<file path="src/rtl/core_issue.sv">
// rtl/core_issue.sv - operand-issue stage: forwarding mux, load-use bubbles, output pipeline register
//
// Ports
//   clk, rst                      core clock, asynchronous active-high reset
//   dec_valid / dec_ready         decoded-instruction handshake
//   dec_op, dec_rd, dec_rs1,      decoded ALU op, destination and source indices
//   dec_rs2, dec_imm, dec_use_imm immediate and its select for the b operand
//   dec_wb, dec_load              instruction writes rd / instruction is a load
//   rf_ra, rf_rb                  register file read addresses
//   rf_qa, rf_qb                  register file read data (combinational)
//   alu_q                         ALU result of the instruction held in the output register
//   wb_valid, wb_rd, wb_q         writeback bus
//   ex_valid / ex_ready           output register handshake towards the ALU
//   ex_op, ex_a, ex_b             ALU operation and operands
//   ex_rd, ex_wb, ex_load         destination and flags carried downstream
//   flush                         kills the held instruction, blocks acceptance
//   stall_cnt                     saturating count of stalled cycles
module core_issue #(
    parameter int W   = 16,
    parameter int R   = 16,
    parameter int RW  = $clog2(R),
    parameter int OPW = 3
) (
    input  logic           clk,
    input  logic           rst,
    input  logic           dec_valid,
    output logic           dec_ready,
    input  logic [OPW-1:0] dec_op,
    input  logic [RW-1:0]  dec_rd,
    input  logic [RW-1:0]  dec_rs1,
    input  logic [RW-1:0]  dec_rs2,
    input  logic [W-1:0]   dec_imm,
    input  logic           dec_use_imm,
    input  logic           dec_wb,
    input  logic           dec_load,
    output logic [RW-1:0]  rf_ra,
    output logic [RW-1:0]  rf_rb,
    input  logic [W-1:0]   rf_qa,
    input  logic [W-1:0]   rf_qb,
    input  logic [W-1:0]   alu_q,
    input  logic           wb_valid,
    input  logic [RW-1:0]  wb_rd,
    input  logic [W-1:0]   wb_q,
    output logic           ex_valid,
    input  logic           ex_ready,
    output logic [OPW-1:0] ex_op,
    output logic [W-1:0]   ex_a,
    output logic [W-1:0]   ex_b,
    output logic [RW-1:0]  ex_rd,
    output logic           ex_wb,
    output logic           ex_load,
    input  logic           flush,
    output logic [15:0]    stall_cnt
);

    // Op encoding shared with the ALU: ADD=0, SUB=1, AND=2, OR=3, XOR=4.
    localparam logic [OPW-1:0] ALU_AND = OPW'(2);

    logic         alu_fwd_ok;
    logic         rs1_alu_hit;
    logic         rs2_alu_hit;
    logic         rs1_wb_hit;
    logic         rs2_wb_hit;
    logic         hazard;
    logic         take;
    logic         stall_evt;
    logic [W-1:0] opnd_a;
    logic [W-1:0] opnd_b;

    assign rf_ra = dec_rs1;
    assign rf_rb = dec_rs2;

    // A load's result is not on alu_q, so only non-load writers may forward from the ALU.
    assign alu_fwd_ok  = ex_valid && ex_wb && !ex_load;
    assign rs1_alu_hit = alu_fwd_ok && (ex_rd == dec_rs1);
    assign rs2_alu_hit = alu_fwd_ok && (ex_rd == dec_rs2);
    assign rs1_wb_hit  = wb_valid && (wb_rd == dec_rs1);
    assign rs2_wb_hit  = wb_valid && (wb_rd == dec_rs2);

    // r0 is hardwired to zero and excluded from every match, including hazards.
    assign hazard = ex_valid && ex_load && ex_wb && (ex_rd != '0) &&
                    ((ex_rd == dec_rs1) || (!dec_use_imm && (ex_rd == dec_rs2)));

    assign dec_ready = !flush && !hazard && (!ex_valid || ex_ready);
    assign take      = dec_valid && dec_ready;
    assign stall_evt = dec_valid && !dec_ready && !flush;

    // Forwarding priority: ALU result, then writeback, then register file.
    // alu_q feeds this mux combinationally; this is the stage's critical path.
    always_comb begin
        opnd_a = rf_qa;
        if (dec_rs1 == '0) begin
            opnd_a = '0;
        end else if (rs1_alu_hit) begin
            opnd_a = alu_q;
        end else if (rs1_wb_hit) begin
            opnd_a = wb_q;
        end
    end

    always_comb begin
        opnd_b = rf_qb;
        if (dec_use_imm) begin
            opnd_b = dec_imm;
        end else if (dec_rs2 == '0) begin
            opnd_b = '0;
        end else if (rs2_alu_hit) begin
            opnd_b = alu_q;
        end else if (rs2_wb_hit) begin
            opnd_b = wb_q;
        end
    end

    // Output pipeline register. Data fields only change on a transfer; a bubble
    // or flush just clears ex_valid.
    always_ff @(posedge clk or posedge rst) begin
        if (rst) begin
            ex_valid <= 1'b0;
            ex_op    <= ALU_AND;
            ex_a     <= '0;
            ex_b     <= '0;
            ex_rd    <= '0;
            ex_wb    <= 1'b0;
            ex_load  <= 1'b0;
        end else if (flush) begin
            ex_valid <= 1'b0;
        end else if (take) begin
            ex_valid <= 1'b1;
            ex_op    <= dec_op;
            ex_a     <= opnd_a;
            ex_b     <= opnd_b;
            ex_rd    <= dec_rd;
            ex_wb    <= dec_wb;
            ex_load  <= dec_load;
        end else if (ex_ready) begin
            ex_valid <= 1'b0;
        end
    end

    always_ff @(posedge clk or posedge rst) begin
        if (rst) begin
            stall_cnt <= '0;
        end else if (stall_evt && (stall_cnt != 16'hFFFF)) begin
            stall_cnt <= stall_cnt + 16'd1;
        end
    end

endmodule

</file>
<file path="config.mk">
export PLATFORM = sky130hd
export DESIGN_NAME = core_issue
export DESIGN_NICKNAME = d
export VERILOG_FILES = /design/src/rtl/core_issue.sv
export SDC_FILE = /design/constraint.sdc
export NUM_CORES = 1
export LEC_CHECK = 0
export BUFFER_PORTS_ARGS = -buffer_cell sky130_fd_sc_hd__buf_2
export CELL_PAD_IN_SITES_DETAIL_PLACEMENT = 1
export CELL_PAD_IN_SITES_GLOBAL_PLACEMENT = 1
export CORE_MARGIN = 2
export CORE_UTILIZATION = 31
export CTS_CLUSTER_DIAMETER = 120
export CTS_CLUSTER_SIZE = 20
export DETAILED_ROUTE_END_ITERATION = 8
export GPL_ROUTABILITY_DRIVEN = 0
export PLACE_DENSITY_LB_ADDON = 0.05
export SYNTH_ARGS = -nofsm -noshare
export SYNTH_HDL_FRONTEND = slang
export SYNTH_SLANG_ARGS = --single-unit
</file>
<file path="constraint.sdc">
create_clock -name clk -period 2.23 [get_ports clk]
set_clock_uncertainty 0.05 [all_clocks]
set_input_delay 0.223 -clock clk [delete_from_list [all_inputs] [get_ports clk]]
set_output_delay 0.223 -clock clk [all_outputs]
set_load 0.02 [all_outputs]
</file>
==> results of run 1 <==
-- where the power goes --
group / total (W) / internal (W) / switching, W
clock: 0.00132 / 0.000827 / 0.000489
combinational: 0.00110 / 0.000434 / 0.000665
sequential: 0.00136 / 0.00122 / 0.000142
-- worst max path at each step --
stage	endpoint	slack, ns	cells after the start
finish	stall_cnt[1]	0.09	7
global route	stall_cnt[1]	-0.02	7
CTS	dec_ready	-0.05	6
detailed placement	ex_a[9]	-0.05	5
global placement	ex_a[6]	-0.01	5
floorplan	dec_ready	0.05	5
-- routing by layer --
metal  up-vias  global-route usage (%)  part of all wire [%]  routed length (µm)
li1       1951                       -                     -                   -
met1      1972                   29.73                    48                6669
met2       121                   33.76                    46                6478
met3        16                   4.164                   4.8                 671
met4         0                   7.309                   1.5                 217
met5         -                       0                     0                   0
-- worst max-delay path, cell delays in order, from the launching register on --
cell,delay [ns]
dfrtp_2,0.46
buf_4,0.16
xnor2_1,0.18
nand4_1,0.18
o221ai_2,0.32
buf_4,0.28
nand2_1,0.12
mux2_2,0.28
-- flip-flops by register name (all words and copies together) (netlist names) --
register	flops
ex_rd	4
stall_cnt	16
ex_load	1
ex_op	3
ex_valid	1
ex_wb	1
ex_b	16
ex_a	16
-- area by class of cell --
class	instances	area, µm²
Fill cell	1470	6828
Multi-Input combinational cell	299	2036
Sequential cell	58	1456
Timing Repair Buffer	197	1094
Clock buffer	12	266.5
Tap cell	147	183.9
Inverter	36	135.1
Clock inverter	2	12.51
-- stage by stage --
| stage | setup TNS (ns) | setup WS [ns] | power (W) |
|---|---|---|---|
| 6_report | 0 | 0.09449 | 0.003774 |
| 5_1_grt | -0.02415 | -0.02148 | 0.003981 |
| 4_1_cts | -0.04690 | -0.04690 | 0.003813 |
| 3_5_place_dp | -0.5235 | -0.04581 | 0.002450 |
| 3_3_place_gp | -0.1594 | -0.01437 | 0.002428 |
| 2_1_floorplan | 0 | 0.04941 | 0.002000 |
-- placed cells by master, fill, tap and decap left out, drive strengths merged --
cell,count
nor2,4
clkbuf,12
nand3b,2
and4,19
o311ai,16
clkinv,1
nor2b,2
clkinvlp,1
o41ai,1
nor4,1
a32o,16
nand4b,1
a311oi,1
a31oi,32
a222oi,1
ha,1
nand3,70
xnor2,28
dfstp,1
nor3,3
nand2b,4
o21ai,17
nand4,10
o41a,1
dlygate4sd3,1
a21oi,17
mux2,10
and2,3
nand2,25
buf,196
dfrtp,57
and3,9
inv,36
a22oi,1
o221ai,1
or2,1
or4,1
o2111a,1
-- cells by family (layout without fill, tap and decap cells) --
family,count (synthesis),after routing,synth area share [%]
AOI/OAI and AO/OA,105,105,19.67
DFF,58,58,38.05
adders and majority gates,1,1,0.3277
buffers and inverters,82,247,9.996
muxes,10,10,2.950
xor gates and xnor gates,28,28,6.424
and+or+nand+nor,155,155,22.58
-- what timing repair did --
action                                  CTS  global route
pin swaps                                 1             5
endpoints found under the hold margin    25             0
endpoints found under the setup margin   17            27
buffers inserted                          3             0
hold buffers                              1             0
gates resized for setup                   7             7
==> impl_metrics.csv, run 1 <==
group,metric,value,unit
clock_tree,clk_pin_slew,0.05,ns
drt,vias_per_cell,5.406,
global_route,first_global_vias,4151,
synthesis,synth_top_area_share,37.36,%
synthesis,syn_avg_cell_area,8.696,µm²
timing,tightest_slew,0.9168,ns
pwr,leakagePower,2.458,nW
clock_tree,numCtsBuffers,9,
worst_setup_path,r2r-start,"ex_rd[0]",
timing,period_share,95.76,%
clock_tree,h-tree-depth,3,
synthesis,ys_ff_latch,58,
synthesis,netlist_area,3817,µm²
floorplanning,fp.dieW,115.0,µm
worst_setup_path,setup.worst_path.class,"register to register",
status,outcome,"completed",
hold_path,holdPathStages,2,
synthesis,ys_types,42,
worst_setup_path,worstSetupStartpointType,"register",
clock_tree,ctsLongestPathBuffers,2,
synthesis,yosysMostFrequentCell,"nand3_1",
synthesis,synthTopCellsByArea,"dfrtp_1 37%, nand3_1 9.2%, xnor2_1 6.4%, a31oi_1 5.2%, and4_1 4.4%",
drt,first_pass_iters,4,
synthesis,synth_cells,439,
timing,rsz0062_at_grt,"yes",
pwr,vdd_drop_max,0.2925,mV
drt,avgRoutedWirePerCell,18.69,µm
place,place_area,4831,µm²
floorplanning,core,12010,µm²
timing,hold_violations,0,
worst_setup_path,crit_path_end_kind,"register",
worst_setup_path,r2r_cells,7,
drt,route.detailed.drc,0,
timing,fin_hold_ws,0.04751,ns
synthesis,ys_warn_count,0,
timing,maxSlewHeadroom,38.65,%
layout,fin_cells,751,
global_route,grt_overflow,0,
global_route,grt_pass1_wl,22020,µm
drt,routed_wl,14040,µm
worst_setup_path,r2r-end,"stall_cnt[1]",
floorplanning,die_area,13220,µm²
synthesis,yosysTopAreaCell,"dfrtp_1",
pwr,power.density,728.1,nW/µm²
timing,post-route-min-period,2.136,ns
clock_tree,cts_tree,"yes",
drt,antenna_left,0,
synthesis,synthArstFlopShare,100.0,%
timing,drv_slew,0,
synthesis,synth_seq_area_share,38.05,%
layout,diodes,0,
global_route,antenna_found_initial,0,
worst_setup_path,cp.required,2.40,ns
layout,fin_util,43.16,%
drt,dr_total_vias,4060,
layout,area_delta_synth_final,35.79,%
floorplanning,rows,40,
flow_run,maxCapViolations,0,
worst_setup_path,reg2reg_setup_slack,0.09,ns
hold_path,hp-class,"primary input to register",
clock_tree,worst_skew_pair.late_latency,0.34,ns
layout,final_cell_area,5184,µm²
floorplanning,initial_core_util,31.78,%
worst_setup_path,startpoint,"ex_rd[0]",
layout,nets,710,
place,io_buffer_count,174,
worst_setup_path,critPathArrivalTime,2.31,ns
place,post-dp-hpwl,10730,µm
global_route,grt_max_degree,33,
hold_path,whs_endpoint,"ex_op[2]",
hold_path,hold_path.startpoint,"dec_op[2]",
timing,clock.fmax,468.3,MHz
clock_tree,cts_root_buf,"clkbuf_16",
floorplanning,io-pin-count,175,
synthesis,synthFlopType,"dfrtp_1",
global_route,grt_use_total,21.50,%
synthesis,netlist_top_cells_count,"70 x nand3_1, 57 x dfrtp_1, 36 x inv_1",
layout,drive_above_1_share,37.25,%
clock_tree,clock_sinks,58,
floorplanning,die_h,115.0,µm
synthesis,synth_edf_count,0,
timing,setup_violations,0,
drt,drt-initial-drc-count,271,
place,dp_cells,734,
worst_setup_path,worst-path-max-fanout,15,
synthesis,syn_nets,548,
Power figures use the tool's default switching activity.
==> run 2: changes to the inputs <==
--- a/config.mk
+++ b/config.mk
@@ -5,11 +5,12 @@
 export SDC_FILE = /design/constraint.sdc
 export NUM_CORES = 1
 export LEC_CHECK = 0
+export ABC_AREA = 1
 export BUFFER_PORTS_ARGS = -buffer_cell sky130_fd_sc_hd__buf_2
 export CELL_PAD_IN_SITES_DETAIL_PLACEMENT = 1
 export CELL_PAD_IN_SITES_GLOBAL_PLACEMENT = 1
 export CORE_MARGIN = 2
-export CORE_UTILIZATION = 31
+export CORE_UTILIZATION = 29
 export CTS_CLUSTER_DIAMETER = 120
 export CTS_CLUSTER_SIZE = 20
 export DETAILED_ROUTE_END_ITERATION = 8
==> run 2 against run 1 <==
Total power grew 3.0%. Critical endpoint is now dec_ready. Global-route usage up 0.70 points. Die area increased by 13%. Setup slack better by 0.071 ns. Largest cell class unchanged. Count of clock-buffer cells in the layout down 2. Critical path type is now register to output port.
==> impl_metrics.csv, run 2 <==
group,metric,value,unit
floorplanning,initial_core_util,29.41,%
global_route,grt_pass1_wl,25610,µm
drt,drt-initial-drc-count,245,
timing,period_share,92.59,%
global_route,grt_overflow,0,
clock_tree,numCtsBuffers,9,
clock_tree,h-tree-depth,3,
floorplanning,io-pin-count,175,
timing,rsz0062_at_grt,"no",
synthesis,ys_types,21,
worst_setup_path,crit_path_end_kind,"output port",
pwr,vdd_drop_max,0.3615,mV
synthesis,synthArstFlopShare,100.0,%
floorplanning,fp.dieW,122.2,µm
worst_setup_path,worst-path-max-fanout,22,
worst_setup_path,cp.required,1.96,ns
layout,layout_common_cells,"253 x nand2_1, 174 x buf_2, 66 x nand4_1, 66 x nand3_1, 54 x dfrtp_1",
hold_path,hp-class,"primary input to register",
place,dp_cells,969,
drt,first_pass_iters,4,
timing,tns,0,ns
synthesis,yosysTopAreaCell,"dfrtp_1",
pwr,leakagePower,3.133,nW
synthesis,ys_warn_count,0,
pwr,p_total,0.003888,W
clock_tree,clk_pin_slew,0.06,ns
timing,tightest_slew,0.5770,ns
layout,diodes,0,
global_route,grt_max_degree,49,
synthesis,synth_top_area_share,35.21,%
layout,nets,911,
synthesis,ys_ff_latch,58,
drt,vias_per_cell,4.944,
layout,drive_above_1_share,28.87,%
synthesis,yosysMostFrequentCell,"nand2_1",
clock_tree,worst_skew_pair.late_latency,0.33,ns
layout,area_delta_synth_final,35.52,%
drt,routed_wl,16160,µm
synthesis,syn_avg_cell_area,6.390,µm²
pwr,power.density,708.1,nW/µm²
layout,layout_commonest_cell,"nand2_1",
flow_run,maxCapViolations,0,
place,io_buffer_count,174,
timing,clock.fmax,484.3,MHz
synthesis,synth_cells,634,
synthesis,synth_edf_count,0,
clock_tree,cts_root_buf,"clkbuf_16",
floorplanning,rows,43,
global_route,antenna_found_initial,0,
timing,maxSlewHeadroom,61.48,%
floorplanning,core,13770,µm²
timing,setup_ws,0.1653,ns
global_route,grt_use_total,22.20,%
global_route,first_global_vias,5050,
layout,fin_cells,987,
synthesis,synthFlopType,"dfrtp_1",
place,post-place-ws,0.2216,ns
timing,drv_slew,0,
timing,hold_violations,0,
clock_tree,cts_tree,"yes",
drt,antenna_left,0,
synthesis,synth_seq_area_share,35.86,%
synthesis,synthTopCellsByArea,"dfrtp_1 35%, nand2_1 24%, nand4_1 10%, nand3_1 8.2%, nor2_1 4.9%",
drt,dr_total_vias,4880,
worst_setup_path,worstSetupStartpointType,"register",
floorplanning,die_area,14930,µm²
place,place_area,5129,µm²
synthesis,netlist_top_cells_count,"255 x nand2_1, 66 x nand3_1, 66 x nand4_1",
drt,avgRoutedWirePerCell,16.38,µm
clock_tree,ctsLongestPathBuffers,2,
layout,top_regs,"ex_a (16), ex_b (16), stall_cnt (16)",
synthesis,syn_nets,743,
status,outcome,"completed",
worst_setup_path,critPathArrivalTime,1.79,ns
timing,setup_violations,0,
place,post-dp-hpwl,12290,µm
layout,final_cell_area,5490,µm²
floorplanning,die_h,122.2,µm
synthesis,netlist_area,4051,µm²
clock_tree,clock_sinks,58,
timing,post-route-min-period,2.065,ns
drt,route.detailed.drc,0,
worst_setup_path,setup.worst_path.class,"register to output port",
-- run 2: changes by cell type in the layout (fill, tap and decap cells not counted), sizes merged, moves of 19 or more --
cell / delta
nand2: +230
xnor2: -24
a31oi: -32
and4: -19
nand4: +56
nor2: +56
-- run 2: worst max-delay path, cell delays in order (launching register included) --
cell	delay [ns]
dfrtp_2	0.44
xor2_1	0.18
nor2_2	0.18
nand2_1	0.07
nand2_1	0.07
nand2_2	0.08
nand2_4	0.09
buf_12	0.15
inv_1	0.04
buf_2	0.15
-- run 2: path summary, 6_finish.rpt --
path	depth (start not counted)	to	from	slack [ns]
min in group asynchronous	3	ex_b[7]	rst	0.44
min	3	ex_op[0]	dec_op[0]	0.03
max reg2reg	11	ex_a[14]	ex_rd[3]	0.31
max in group asynchronous	4	ex_op[1]	rst	1.02
max	9	dec_ready	ex_rd[1]	0.17
min reg2reg	2	ex_op[1]	ex_op[1]	0.43
-- run 2: power breakdown --
group          internal [W]  leakage [nW]  switching [W]  total [W]
clock network      0.000894         0.141       0.000532    0.00143
logic              0.000387          2.25       0.000736    0.00112
registers           0.00121         0.739       0.000131    0.00134
total               0.00249          3.13        0.00140    0.00389
-- run 2: logic make-up (layout without fill, tap and decap cells) --
group | count (synthesis) | in the layout | share of synthesized area [%]
DFF | 58 | 58 | 35.86
AOI/OAI and AO/OA | 21 | 21 | 2.687
and+or+nand+nor | 449 | 449 | 48.46
buffers and inverters | 92 | 265 | 9.883
xor gates and xnor gates | 13 | 13 | 2.810
adders and majority gates | 1 | 1 | 0.3088
-- run 2: metrics by stage --
step	hold WS, ns	util [%]
finish	0.03030	39.86
CTS	0.01686	39.63
detailed placement	0.2809	37.24
global placement	0.2809	37.24
floorplan	0.2639	-
global route	0.02502	39.86
-- run 2: routing by layer --
metal / global-route usage (%) / vias to the layer above / share of wire [%]
met3: 3.886 / 19 / 5.9
li1: - / 2393 / -
met4: 7.615 / 0 / 1.9
met2: 39.18 / 145 / 49
met1: 27.19 / 2323 / 43
met5: 0 / - / 0
-- run 2: cell type report --
type                       instances  area, µm²
timing repair buffer             198       1091
clock buffer                      10      239.0
fill                            1876       8283
sequential                        58       1456
inverter                          51      193.9
clock inverter                     6      66.31
multi-input combinational        484       2218
tap                              180      225.2
-- run 2: what timing repair did --
item / CTS / global route
resized for setup: 2 / 13
pin swaps: 0 / 2
setup endpoints to repair: 1 / 24
hold buffers: 1 / 0
gates cloned: 0 / 0
setup buffers: 1 / 0
hold endpoints to repair: 24 / 0
==> run 3: changes to the inputs <==
--- a/config.mk
+++ b/config.mk
@@ -15,7 +15,8 @@
 export CTS_CLUSTER_SIZE = 20
 export DETAILED_ROUTE_END_ITERATION = 8
 export GPL_ROUTABILITY_DRIVEN = 0
-export PLACE_DENSITY_LB_ADDON = 0.05
+export HOLD_SLACK_MARGIN = 0.06
+export PLACE_DENSITY_LB_ADDON = 0.1
 export SYNTH_ARGS = -nofsm -noshare
 export SYNTH_HDL_FRONTEND = slang
 export SYNTH_SLANG_ARGS = --single-unit
==> run 3 against run 2 <==
Core utilization increased by 1.1 points. Via count increased by 2.4%. First-iteration DRC count increased by 17%. Count of clock-buffer cells in the layout increased by 2.
==> impl_metrics.csv, run 3 (synthesized netlist as in run 2, its figures left out) <==
group,metric,value,unit
drt,avgRoutedWirePerCell,16.58,µm
worst_setup_path,critPathArrivalTime,1.83,ns
drt,routed_wl,16660,µm
layout,nets,928,
clock_tree,cts_tree,"yes",
worst_setup_path,startpoint,"ex_rd[1]",
place,io_buffer_count,174,
worst_setup_path,endpoint,"dec_ready",
layout,top_regs,"ex_a (16), ex_b (16), stall_cnt (16)",
floorplanning,core,13770,µm²
worst_setup_path,setup.worst_path.class,"register to output port",
layout,multi_input_area,2206,µm²
pwr,clkPwrFrac,39.0,%
layout,layout_common_cells,"254 x nand2_1, 174 x buf_2, 66 x nand4_1, 66 x nand3_1, 56 x dfrtp_1",
pwr,vdd_drop_max,0.3739,mV
timing,drv_slew,0,
pwr,p_int,0.002678,W
timing,tightest_slew,0.7374,ns
timing,rsz0062_at_grt,"no",
pwr,p_switching,0.001381,W
status,outcome,"completed",
timing,clock.fmax,476.5,MHz
timing,tns,0,ns
global_route,first_global_vias,4981,
clock_tree,clk_pin_slew,0.05,ns
global_route,grt_overflow,0,
drt,vias_per_cell,4.974,
clock_tree,worst_skew_pair.late_latency,0.34,ns
drt,route.detailed.drc,0,
clock_tree,cts_root_buf,"clkbuf_16",
worst_setup_path,worst-path-max-fanout,9,
floorplanning,io-pin-count,175,
timing,maxSlewHeadroom,50.70,%
timing,period_share,94.12,%
floorplanning,initial_core_util,29.41,%
worst_setup_path,r2r-start,"ex_rd[1]",
pwr,p_sw_share,34.02,%
hold_path,hp-class,"primary input to register",
timing,setup_violations,0,
clock_tree,h-tree-depth,3,
global_route,antenna_found_initial,1,
global_route,grt_max_degree,33,
timing,hold_violations,0,
worst_setup_path,crit_path_end_kind,"output port",
floorplanning,fp.dieW,122.2,µm
layout,layout_commonest_cell,"nand2_1",
global_route,grt_use_total,22.60,%
pwr,p_seq_share,32.8,%
drt,first_pass_iters,5,
worst_setup_path,r2r_cells,12,
drt,drt-initial-drc-count,287,
worst_setup_path,worstSetupStartpointType,"register",
worst_setup_path,reg2reg_setup_slack,0.18,ns
worst_setup_path,cp.required,1.96,ns
place,dp_cells,969,
worst_setup_path,r2r-end,"stall_cnt[4]",
flow_run,maxCapViolations,0,
hold_path,holdPathStages,4,
floorplanning,rows,43,
layout,ff_latch_area,1454,µm²
layout,fillers,1855,
place,post-dp-hpwl,12750,µm
pwr,power.density,720.1,nW/µm²
timing,post-route-min-period,2.099,ns
clock_tree,numCtsBuffers,9,
global_route,grt_pass1_wl,25980,µm
pwr,p_total,0.004059,W
floorplanning,die_h,122.2,µm
layout,drive_above_1_share,28.64,%
drt,antenna_left,0,
layout,area_delta_synth_final,39.13,%
layout,fin_cells,1005,
pwr,leakagePower,3.223,nW
pwr,p_comb_share,28.2,%
drt,dr_total_vias,4999,
clock_tree,clock_sinks,58,
clock_tree,ctsLongestPathBuffers,2,
floorplanning,die_area,14930,µm²
==> run 3: layer usage <==
| layer | up-vias | wire [µm] | track usage [%] |
|---|---|---|---|
| met3 | 20 | 1055 | 4.963 |
| met4 | 0 | 289 | 7.687 |
| met5 | - | 0 | 0 |
| met1 | 2410 | 7364 | 29.06 |
| li1 | 2420 | - | - |
| met2 | 149 | 7954 | 37.50 |
==> run 3: worst min path at each step <==
stage,from,to
floorplan,dec_op[1],ex_op[1]
global placement,rst,ex_b[2]
detailed placement,rst,ex_b[2]
CTS,ex_ready,ex_valid
global route,dec_imm[12],ex_b[12]
finish,ex_ready,ex_valid
==> run 3: critical path, stage by stage, from the launching register on <==
cell and delay, ns:
dfrtp_1 0.42, inv_1 0.09, nand2_1 0.07, nand2_1 0.07
nor2_2 0.14, nand3_1 0.09, nand2_1 0.07, nand2_1 0.11
nand2_2 0.13, buf_12 0.13, inv_1 0.03, buf_2 0.14
==> run 3: per-stage QoR <==
step | hold WS (ns) | worst slack, ns | utilization [%] | area (µm²)
2_1_floorplan | 0.2639 | 0.3930 | - | 4051
3_3_place_gp | 0.1845 | 0.3567 | 37.05 | 5104
3_5_place_dp | 0.1883 | 0.1820 | 37.05 | 5104
4_1_cts | 0.1048 | 0.02766 | 40.48 | 5575
5_1_grt | 0.1638 | 0.01813 | 40.92 | 5637
6_report | 0.1193 | 0.1312 | 40.92 | 5637
==> run 3: area by class of cell <==
| class | count | area share [%] |
|---|---|---|
| Clock inverter | 4 | 1.287 |
| Multi-Input combinational cell | 484 | 39.13 |
| Antenna cell | 1 | 0.04440 |
| Sequential cell | 58 | 25.79 |
| Tap cell | 180 | 3.996 |
| Inverter | 51 | 3.396 |
| Clock buffer | 12 | 4.728 |
| Timing Repair Buffer | 215 | 21.62 |
==> run 3: timing repair <==
action | CTS | global route
hold buffers | 11 | 0
endpoints found under the hold margin | 24 | 0
setup endpoints to repair | 1 | 1
buffers inserted | 1 | 7
resized for setup | 5 | 2
==> run 3: power by group through the flow <==
stage	Combinational (W)	Sequential [W]	Clock (W)
2_1_floorplan	0.000467	0.00152	0
3_3_place_gp	0.00109	0.00134	0
3_5_place_dp	0.00111	0.00135	0
4_1_cts	0.00114	0.00133	0.00162
5_1_grt	0.00126	0.00136	0.00167
6_report	0.00115	0.00133	0.00158
